### src/rtl/gate_lut_pipe.sv
// Programmable 2-input LUT cell with a DEPTH-stage output pipeline, serial LUT load and toggle counter.
// Define GATE_LUT_PIPE_SAT_EN to make the toggle counter saturate instead of wrapping.
module gate_lut_pipe #(
  parameter int         DEPTH    = 2,
  parameter int         CNT_W    = 4,
  parameter logic [3:0] LUT_INIT = 4'b0110
) (
  input  logic [7:0] io_in,
  output logic [7:0] io_out
);

  localparam int FILL_W = $clog2(DEPTH + 1);
  localparam logic [FILL_W-1:0] FILL_MAX = FILL_W'(DEPTH);

  typedef enum logic [1:0] {
    IDLE,
    LOAD,
    DONE
  } load_state_t;

  logic clk, rst_n, a, b, load, lut_bit, mode, hold;
  assign {hold, mode, lut_bit, load, b, a, rst_n, clk} = io_in;

  load_state_t state, next_state;
  logic start_load, shift_bit, commit;
  logic [3:0] lut, shift_q;
  logic [1:0] bit_cnt;

  logic [DEPTH-1:0]  pipe, next_pipe;
  logic [FILL_W-1:0] fill;
  logic [CNT_W-1:0]  count;
  logic y, valid, busy, toggle;

  always_ff @(posedge clk or negedge rst_n) begin
    if (!rst_n) state <= IDLE;
    else        state <= next_state;
  end

  always_comb begin
    next_state = state;
    start_load = 1'b0;
    shift_bit  = 1'b0;
    commit     = 1'b0;
    case (state)
      IDLE: begin
        if (load) begin
          start_load = 1'b1;
          next_state = LOAD;
        end
      end
      LOAD: begin
        if (!load) begin
          next_state = IDLE;
        end else if (bit_cnt == 2'd3) begin
          commit     = 1'b1;
          next_state = DONE;
        end else begin
          shift_bit = 1'b1;
        end
      end
      DONE: begin
        if (!load) next_state = IDLE;
      end
      default: next_state = IDLE;
    endcase
  end

  // Any LOAD edge that neither shifts nor commits is an abort, so the partial nibble is dropped.
  always_ff @(posedge clk or negedge rst_n) begin
    if (!rst_n) begin
      lut     <= LUT_INIT;
      shift_q <= 4'b0000;
      bit_cnt <= 2'd0;
    end else if (start_load) begin
      shift_q <= {3'b000, lut_bit};
      bit_cnt <= 2'd1;
    end else if (shift_bit) begin
      shift_q <= {shift_q[2:0], lut_bit};
      bit_cnt <= bit_cnt + 2'd1;
    end else if (commit) begin
      lut     <= {shift_q[2:0], lut_bit};
      shift_q <= 4'b0000;
      bit_cnt <= 2'd0;
    end else begin
      shift_q <= 4'b0000;
      bit_cnt <= 2'd0;
    end
  end

  always_comb begin
    next_pipe = pipe;
    for (int i = DEPTH - 1; i > 0; i--) begin
      next_pipe[i] = pipe[i-1];
    end
    next_pipe[0] = lut[{a, b}];
  end

  assign y      = pipe[DEPTH-1];
  assign toggle = next_pipe[DEPTH-1] ^ y;

  always_ff @(posedge clk or negedge rst_n) begin
    if (!rst_n) begin
      pipe  <= '0;
      fill  <= '0;
      count <= '0;
    end else if (!hold) begin
      pipe <= next_pipe;
      if (fill != FILL_MAX) fill <= fill + 1'b1;
      if (toggle) begin
`ifdef GATE_LUT_PIPE_SAT_EN
        if (count != '1) count <= count + 1'b1;
`else
        count <= count + 1'b1;
`endif
      end
    end
  end

  assign valid  = (fill == FILL_MAX);
  assign busy   = (state == LOAD);
  assign io_out = {(mode ? lut : count[3:0]), busy, valid, ~y, y};

endmodule

### config.mk
export PLATFORM = sky130hd
export DESIGN_NAME = gate_lut_pipe
export DESIGN_NICKNAME = d
export VERILOG_FILES = /design/src/rtl/gate_lut_pipe.sv
export SDC_FILE = /design/constraint.sdc
export NUM_CORES = 1
export LEC_CHECK = 0
export BUFFER_PORTS_ARGS = -buffer_cell sky130_fd_sc_hd__buf_2
export CORE_UTILIZATION = 35
export CTS_BUF_LIST = sky130_fd_sc_hd__clkbuf_8 sky130_fd_sc_hd__clkbuf_16
export DETAILED_ROUTE_END_ITERATION = 16
export GPL_ROUTABILITY_DRIVEN = 0
export PLACE_DENSITY = 0.64
export SLEW_MARGIN = 0
export SYNTH_ARGS = -nofsm -noshare
export SYNTH_HDL_FRONTEND = slang
export SYNTH_SLANG_ARGS = --single-unit
export TNS_END_PERCENT = 30
### constraint.sdc
create_clock -name io_in -period 2.05 [get_ports io_in]
set_input_delay 0.1025 -clock io_in [delete_from_list [all_inputs] [get_ports io_in]]
set_output_delay 0.1025 -clock io_in [all_outputs]
set_load 0.01 [all_outputs]
==> results of run 1 <==
## synth_stat cells, types with 2 or more instances
library cell / instances / area, sq um
mux2i_1: 2 / 20.0
dfrtp_1: 17 / 425
xnor2_1: 2 / 17.5
and2_1: 5 / 31.3
ha_1: 3 / 37.5
nor2_1: 4 / 15.0
inv_1: 3 / 11.3
dfstp_2: 2 / 52.6
xor2_1: 3 / 26.3
mux2_2: 10 / 113
buf_4: 2 / 15.0
## kinds of logic after synthesis
group / Yosys count
buffers and inverters: 6
adder cells (fa/ha/maj): 3
multiplexers: 12
AND/OR/NAND/NOR: 18
flip-flops: 19
AO/OA/AOI/OAI: 6
XOR/XNOR: 5
## final cells by class
type	instances	area share [%]
clock buffers	48	38.7
flip-flops and latches	19	29.6
well taps	28	2.17
inverters	2	0.465
clock inverters	12	4.73
repair buffers	4	1.24
multi-input cells	44	23.1
## metal layers
metal | global-route usage, % | up-vias
li1 | - | 346
met1 | 13.0 | 394
met2 | 19.7 | 75
met3 | 33.3 | 43
met4 | 50.9 | 0
met5 | 2.38 | -
## metrics by stage
step	instances	hold WS [ps]
4_1_cts	157	-311
6_report	157	-320
3_3_place_gp	102	-296
5_1_grt	157	-308
3_5_place_dp	102	-296
2_1_floorplan	69	-296
## registers in the layout, summed over array words and instances, names as in the netlist
register  count
lut           4
fill          2
state         2
count         4
pipe          2
shift_q       3
bit_cnt       2
## worst max-delay path, stage by stage
cell,delay [ps]
clkbuf_8,120
clkbuf_8,130
nand2b_1,70
clkbuf_8,130
clkbuf_8,110
a21oi_1,40
clkbuf_8,150
clkbuf_8,120
and2_1,140
## worst paths after layout
| path | start | to | slack [ps] | depth (start not counted) |
|---|---|---|---|---|
| max in group asynchronous | io_in[1] | lut[2] | 2160 | 2 |
| min | io_in[1] | shift_q[2] | -320 | 2 |
| min in group io_in | io_in[2] | pipe[0] | 70 | 3 |
| max | io_in[4] | shift_q[0] | 170 | 9 |
| min reg2reg | count[2] | count[2] | 500 | 1 |
| max reg2reg | pipe[1] | count[1] | 470 | 5 |
## power by group through the flow
stage,combinational [mW],clock [mW],sequential (mW)
3_3_place_gp,0.0000000667,0.489,0.435
4_1_cts,0.0000000667,3.58,0.422
3_5_place_dp,0.0000000667,0.489,0.435
2_1_floorplan,0.0000000552,0.472,0.435
6_report,0.0000000667,3.49,0.422
5_1_grt,0.0000000667,3.77,0.422
==> flow_metrics.env, run 1 <==
export IMPL_grt_ovfl_total=0
export IMPL_postCtsSetupRepairBufs=0
export IMPL_first_iter_violations=18
export IMPL_worstPathRequired_ps=2210
export IMPL_dr_wl_met3_um=404
export IMPL_cts_resized=0
export IMPL_crit_fanout=3
export IMPL_start_util_pct=38.4
export IMPL_synth_compound_area_share_pct=4.82
export IMPL_grt_pass1_vias=1328
export IMPL_wl_met2_mm=1.25
export IMPL_hold_ws_ps=-320
export IMPL_setup_viol=0
export IMPL_combPwrFrac_pct=0
export IMPL_grt_first_pass_wirelength_mm=4.66
export IMPL_placed_cell_area_sq_um=937
export IMPL_synth_simple_area_share_pct=13.2
export IMPL_powerDensity_nw_per_um2=2420
export IMPL_via_count=858
export IMPL_p_leak_nw=0.858
export IMPL_core_area_sq_um=2300
export IMPL_critPathKind="clk -> reg"
export IMPL_seq_area_sq_um=478
export IMPL_cts_tree="done"
export IMPL_final_core_util_pct=70.3
export IMPL_top_layer="met4"
export IMPL_nNetsFinal=131
export IMPL_finalHoldViolations=19
export IMPL_yosys_warnings=0
export IMPL_relSlewSlack_pct=72.1
export IMPL_wirelength_mm=2.87
export IMPL_dieArea_sq_um=2720
export IMPL_clock_latency_ps=260
export IMPL_final_cell_mix="clkbuf_8, dfrtp_1, inv_1"
export IMPL_dp_hpwl_mm=1.01
export IMPL_yosysSeqAreaShare_pct=54.2
export IMPL_path_clk_slew_ps=70
export IMPL_pre_cts_slack_ps=414
export IMPL_grt_use_total_pct=24.3
export IMPL_ir_worst_vdd_mv=2.01
export IMPL_die_w_um=52.2
export IMPL_stdcell_area_sq_um=1620
export IMPL_synth_fp_nets=80
export IMPL_synth_fa_ha_area_share_pct=4.26
export IMPL_grt_start_max_net_pins=12
export IMPL_sw_frac_of_total_pct=31.6
export IMPL_syn_avg_cell_area_sq_um=12.8
export IMPL_synth_xor_area_share_pct=4.96
export IMPL_dr_pass1_iters=5
export IMPL_drc=0
export IMPL_ys_seq_elements=19
export IMPL_clock_skew_final_ps=2.45
export IMPL_postCtsHoldBufs=0
export IMPL_die_h_um=52.2
export IMPL_synth_top_family_by_area="multiplexers"
export IMPL_finalSetupTns_ps=0
export IMPL_io_pins=16
export IMPL_pwr_share_seq_pct=10.8
export IMPL_drive_gt1_share_pct=53.5
export IMPL_hold_class="clk -> async"
export IMPL_synth_area_sq_um=882
export IMPL_synth_edf_count=0
export IMPL_intPower_mw=2.68
export IMPL_mostFrequentLayoutCell="clkbuf_8"
export IMPL_syn_inst=69
export IMPL_wl_met1_um=928
export IMPL_grt_setup_unrepaired="false"
export IMPL_antenna_found_initial=0
export IMPL_violations="negative hold slack"
export IMPL_netSwitchingPower_mw=1.24
export IMPL_avgRoutedWirePerCell_um=18.3
export IMPL_startpoint_type="clock port"
export IMPL_maxCapViolations=0
export IMPL_fillerInstances=155
export IMPL_multi_input_area_sq_um=373
export IMPL_portBuffers=8
export IMPL_synthArstFlopShare_pct=100
export IMPL_antenna_left=0
export IMPL_finalMaxSlewViolations=0
export IMPL_worst_slew_pin_slew_ps=416
export IMPL_area_growth_pct=83.1
export IMPL_setup_slack_ps=174
export IMPL_cp_data_arrival_time_ps=2030
export IMPL_viasPerCell=5.46
export IMPL_insertedDiodeCount=0
export IMPL_synth_area_mux_share_pct=15.0
export IMPL_synth_ff_type="dfrtp_1"
export IMPL_row_count=17
export IMPL_synth_distinct_cells=27
export IMPL_clkPwrFrac_pct=89.2
export IMPL_total_power_mw=3.92
export IMPL_outcome="complete, but fails checks"
export IMPL_cp_end_kind="flop"
Note: power is estimated with default switching activity, not from simulation.
==> inputs of run 2 (changes only) <==
--- a/config.mk
+++ b/config.mk
@@ -10,6 +10,7 @@
 export CTS_BUF_LIST = sky130_fd_sc_hd__clkbuf_8 sky130_fd_sc_hd__clkbuf_16
 export DETAILED_ROUTE_END_ITERATION = 16
 export GPL_ROUTABILITY_DRIVEN = 0
+export MAX_ROUTING_LAYER = met4
 export PLACE_DENSITY = 0.64
 export SLEW_MARGIN = 0
 export SYNTH_ARGS = -nofsm -noshare
==> run 2 against run 1 <==
The flow still finishes with violations (negative hold slack). Cell area stayed put. Clock skew is 2.4 ps higher. Register-to-register slack hardly changed. Sequential share of layout area stayed put. Sequential power hardly changed. Worst hold slack worse by 1.4 ps. Total power hardly changed. Clock power hardly changed. Critical endpoint unchanged. Largest cell class unchanged. Largest power group unchanged.
==> flow_metrics.env, run 2 (synthesis gave the netlist of run 1 again) <==
export IMPL_fillerInstances=155
export IMPL_insertedDiodeCount=0
export IMPL_die_h_um=52.2
export IMPL_via_count=847
export IMPL_cp_end_kind="flop"
export IMPL_viasPerCell=5.39
export IMPL_p_leak_nw=0.858
export IMPL_row_count=17
export IMPL_total_power_mw=3.91
export IMPL_grt_ovfl_total=0
export IMPL_mostFrequentLayoutCell="clkbuf_8"
export IMPL_cts_resized=0
export IMPL_portBuffers=8
export IMPL_powerDensity_nw_per_um2=2420
export IMPL_drive_gt1_share_pct=53.5
export IMPL_outcome="complete, but fails checks"
export IMPL_wl_met2_mm=1.29
export IMPL_worst_slew_pin_slew_ps=416
export IMPL_seq_area_sq_um=478
export IMPL_grt_use_total_pct=24.5
export IMPL_cp_data_arrival_time_ps=2040
export IMPL_start_util_pct=38.4
export IMPL_ir_worst_vdd_mv=2.00
export IMPL_worstPathRequired_ps=2200
export IMPL_final_cell_mix="clkbuf_8, dfrtp_1, inv_1"
export IMPL_reg_top3="count x4, lut x4, shift_q x3"
export IMPL_cts_tree="done"
export IMPL_crit_fanout=3
export IMPL_hold_ws_ps=-321
export IMPL_wl_met1_um=926
export IMPL_multi_input_area_sq_um=373
export IMPL_hold_class="clk -> async"
export IMPL_die_w_um=52.2
export IMPL_reg2reg_depth=5
export IMPL_finalSetupTns_ps=0
export IMPL_core_area_sq_um=2300
export IMPL_final_core_util_pct=70.3
export IMPL_finalHoldViolations=19
export IMPL_clock_latency_ps=260
export IMPL_placed_cell_area_sq_um=937
export IMPL_grt_start_max_net_pins=12
export IMPL_clock_skew_final_ps=4.87
export IMPL_antenna_found_initial=0
export IMPL_dr_pass1_iters=6
export IMPL_startpoint_type="clock port"
export IMPL_dieArea_sq_um=2720
export IMPL_wirelength_mm=2.86
export IMPL_slowest_stage="clkbuf_8"
export IMPL_finalMaxSlewViolations=0
export IMPL_critPathKind="clk -> reg"
export IMPL_path_clk_slew_ps=70
export IMPL_cpMostUsedCell="clkbuf_8"
export IMPL_grt_first_pass_wirelength_mm=4.53
export IMPL_stdcell_area_sq_um=1620
export IMPL_drc=0
export IMPL_area_growth_pct=83.1
export IMPL_critical_path_max_stage_delay_ps=150
export IMPL_violations="negative hold slack"
export IMPL_worstPathCellList="clkbuf_8 -> clkbuf_8 -> nand2b_1 -> clkbuf_8 -> clkbuf_8 -> a21oi_1 -> clkbuf_8 -> clkbuf_8 -> and2_1"
export IMPL_grt_setup_unrepaired="false"
export IMPL_setup_viol=0
export IMPL_pre_cts_slack_ps=414
export IMPL_io_pins=16
export IMPL_grt_pass1_vias=1296
export IMPL_maxCapViolations=0
export IMPL_setup_slack_ps=165
export IMPL_dp_hpwl_mm=1.01
export IMPL_postCtsSetupRepairBufs=0
export IMPL_relSlewSlack_pct=72.1
export IMPL_first_iter_violations=26
export IMPL_postCtsHoldBufs=0
export IMPL_nNetsFinal=131
export IMPL_dr_wl_met3_um=423
export IMPL_top_layer="met4"
export IMPL_avgRoutedWirePerCell_um=18.2
export IMPL_antenna_left=0
==> run 2: final timing paths <==
kind,from,endpoint,slack (ps)
min reg2reg,shift_q[2],lut[3],500
min in group io_in,io_in[2],pipe[0],60
max in group asynchronous,io_in[1],lut[1],2160
max,io_in[4],shift_q[0],170
max reg2reg,pipe[1],count[1],460
min,io_in[1],count[3],-320
==> run 2: stage by stage <==
stage	instances	hold slack (ps)
2_1_floorplan	69	-296
3_5_place_dp	102	-296
4_1_cts	157	-311
6_report	157	-321
3_3_place_gp	102	-296
5_1_grt	157	-321
==> run 2: final cells by class <==
class / count / share of cell area (%)
Clock buffer: 48 / 38.7
Sequential cell: 19 / 29.6
Multi-Input combinational cell: 44 / 23.1
Clock inverter: 12 / 4.73
Tap cell: 28 / 2.17
Timing Repair Buffer: 4 / 1.24
Inverter: 2 / 0.465
==> run 2: power breakdown <==
| group | switching, mW | internal [mW] |
|---|---|---|
| clock network | 1.24 | 2.26 |
| registers | 0 | 0.422 |
| logic | 0 | 0 |
| total | 1.24 | 2.68 |
==> run 2: worst max-delay path: cells and delay by family <==
family	cells	cell delay, ps
AO/OA/AOI/OAI	1	40
buffers and inverters	6	760
AND/OR/NAND/NOR	2	210
==> run 2: routing by layer <==
metal	vias to the layer above	GRT usage, %
li1	344	-
met1	389	13.0
met2	77	22.9
met3	37	29.3
met4	0	48.2
met5	-	-
==> inputs of run 3 (changes only) <==
==> constraint.sdc (replaced) <==
create_clock -name io_in -period 2.3 [get_ports io_in]
set_input_delay 0.115 -clock io_in [delete_from_list [all_inputs] [get_ports io_in]]
set_output_delay 0.115 -clock io_in [all_outputs]
set_load 0.01 [all_outputs]
==> run 3 against run 2 <==
The flow still finishes with violations (negative hold slack). Total power fell by 11%. Flip-flop and latch count unchanged. Register-to-register slack gained 220 ps. Final cell count is the same. Worst hold slack better by 3.2 ps. Clock power decreased by 11%. Critical endpoint unchanged. Die area unchanged. Core utilization unchanged.
==> flow_metrics.env, run 3 (synthesis gave the netlist of run 1 again) <==
export IMPL_cpMostUsedCell="clkbuf_8"
export IMPL_slowest_stage="clkbuf_8"
export IMPL_path_clk_slew_ps=70
export IMPL_postCtsSetupRepairBufs=0
export IMPL_grt_busiest_layer="met4"
export IMPL_finalSetupTns_ps=0
export IMPL_final_cell_mix="clkbuf_8, dfrtp_1, inv_1"
export IMPL_via_count=857
export IMPL_r2r_end="count[1]"
export IMPL_crit_start="io_in[4]"
export IMPL_endpoint="shift_q[0]"
export IMPL_insertedDiodeCount=0
export IMPL_placed_cell_area_sq_um=937
export IMPL_relSlewSlack_pct=69.9
export IMPL_core_area_sq_um=2300
export IMPL_p_leak_nw=0.858
export IMPL_dieArea_sq_um=2720
export IMPL_cp_data_arrival_time_ps=2160
export IMPL_grt_first_pass_wirelength_mm=4.61
export IMPL_critPathKind="clk -> reg"
export IMPL_worstPathRequired_ps=2450
export IMPL_antenna_left=0
export IMPL_avgRoutedWirePerCell_um=18.2
export IMPL_grt_start_max_net_pins=12
export IMPL_outcome="complete, but fails checks"
export IMPL_cp_end_kind="flop"
export IMPL_powerDensity_nw_per_um2=2160
export IMPL_r2r_slack_ps=680
export IMPL_worstPathCellList="clkbuf_8 -> clkbuf_8 -> nand2b_1 -> clkbuf_8 -> clkbuf_8 -> a21oi_1 -> clkbuf_8 -> clkbuf_8 -> and2_1"
export IMPL_maxCapViolations=0
export IMPL_first_iter_violations=36
export IMPL_postCtsHoldBufs=0
export IMPL_fillerInstances=155
export IMPL_portBuffers=8
export IMPL_grt_ovfl_total=0
export IMPL_die_h_um=52.2
export IMPL_cts_resized=0
export IMPL_viasPerCell=5.46
export IMPL_die_w_um=52.2
export IMPL_clock_skew_final_ps=1.82
export IMPL_hold_class="clk -> async"
export IMPL_dp_hpwl_mm=1.01
export IMPL_start_util_pct=38.4
export IMPL_nNetsFinal=131
export IMPL_reg_top3="count x4, lut x4, shift_q x3"
export IMPL_met2_usage_pct=24.4
export IMPL_cts_tree="done"
export IMPL_hold_ws_ps=-318
export IMPL_grt_setup_unrepaired="false"
export IMPL_io_pins=16
export IMPL_finalMaxSlewViolations=0
export IMPL_drive_gt1_share_pct=53.5
export IMPL_reg2reg_depth=5
export IMPL_critical_path_max_stage_delay_ps=150
export IMPL_antenna_found_initial=0
export IMPL_grt_pass1_vias=1305
export IMPL_grt_use_total_pct=24.6
export IMPL_mostFrequentLayoutCell="clkbuf_8"
export IMPL_finalHoldViolations=19
export IMPL_dr_pass1_iters=4
export IMPL_violations="negative hold slack"
export IMPL_crit_fanout=3
export IMPL_row_count=17
export IMPL_rr_startpoint="pipe[1]"
export IMPL_stdcell_area_sq_um=1620
export IMPL_setup_viol=0
export IMPL_clock_latency_ps=260
export IMPL_area_growth_pct=83.1
export IMPL_ir_worst_vdd_mv=1.77
export IMPL_wirelength_mm=2.85
export IMPL_drc=0
export IMPL_met1_usage_pct=13.6
export IMPL_use_met3_pct=29.3
export IMPL_worst_slew_pin_slew_ps=448
export IMPL_startpoint_type="clock port"
run 3: cell counts in the layout (fill, tap and decap cells not counted):
No cell type changed its count.
run 3: worst max-delay path, delay by kind of cell:
family	cells	cell delay (ps)
buffers and inverters	6	760
AND/OR/NAND/NOR	2	210
AO/OA/AOI/OAI	1	40
run 3: metal layers:
metal  part of all wire [%]  up-vias
li1                       -      345
met1                     33      395
met2                     44       74
met3                     14       43
met4                    8.4        0
met5                      0        -
run 3: worst min-delay path by stage:
stage / startpoint / end / slack (ps) / cells past startpoint
after floorplan: io_in[1] / bit_cnt[0] / -300 / 0
after global placement: io_in[1] / bit_cnt[0] / -300 / 0
after detailed placement: io_in[1] / bit_cnt[0] / -300 / 0
after CTS: io_in[1] / count[2] / -310 / 2
after global routing: io_in[1] / count[3] / -320 / 2
final: io_in[1] / count[3] / -320 / 2
run 3: metrics by stage:
step | setup WS, ps | hold WS (ps) | utilization, % | power [mW] | cells
after global routing | 253 | -319 | 70.3 | 3.72 | 157
after CTS | 276 | -311 | 70.3 | 3.57 | 157
after floorplan | 381 | -296 | - | 0.809 | 69
after global placement | 539 | -296 | 40.8 | 0.824 | 102
final | 291 | -318 | 70.3 | 3.48 | 157
after detailed placement | 539 | -296 | 40.8 | 0.824 | 102
run 3: power breakdown:
part | total, mW | switching, mW | internal, mW | leakage (nW)
logic | 0.0000000667 | 0 | 0 | 0.0667
registers | 0.376 | 0 | 0.376 | 0.264
clock network | 3.11 | 1.09 | 2.01 | 0.526
total | 3.48 | 1.09 | 2.39 | 0.858
run 3: cell type report:
| type | instances | area (sq um) | share of cell area (%) |
|---|---|---|---|
| tap | 28 | 35.0 | 2.17 |
| multi-input combinational | 44 | 373 | 23.1 |
| clock buffer | 48 | 626 | 38.7 |
| clock inverter | 12 | 76.3 | 4.73 |
| inverter | 2 | 7.51 | 0.465 |
| timing repair buffer | 4 | 20.0 | 1.24 |
| sequential | 19 | 478 | 29.6 |
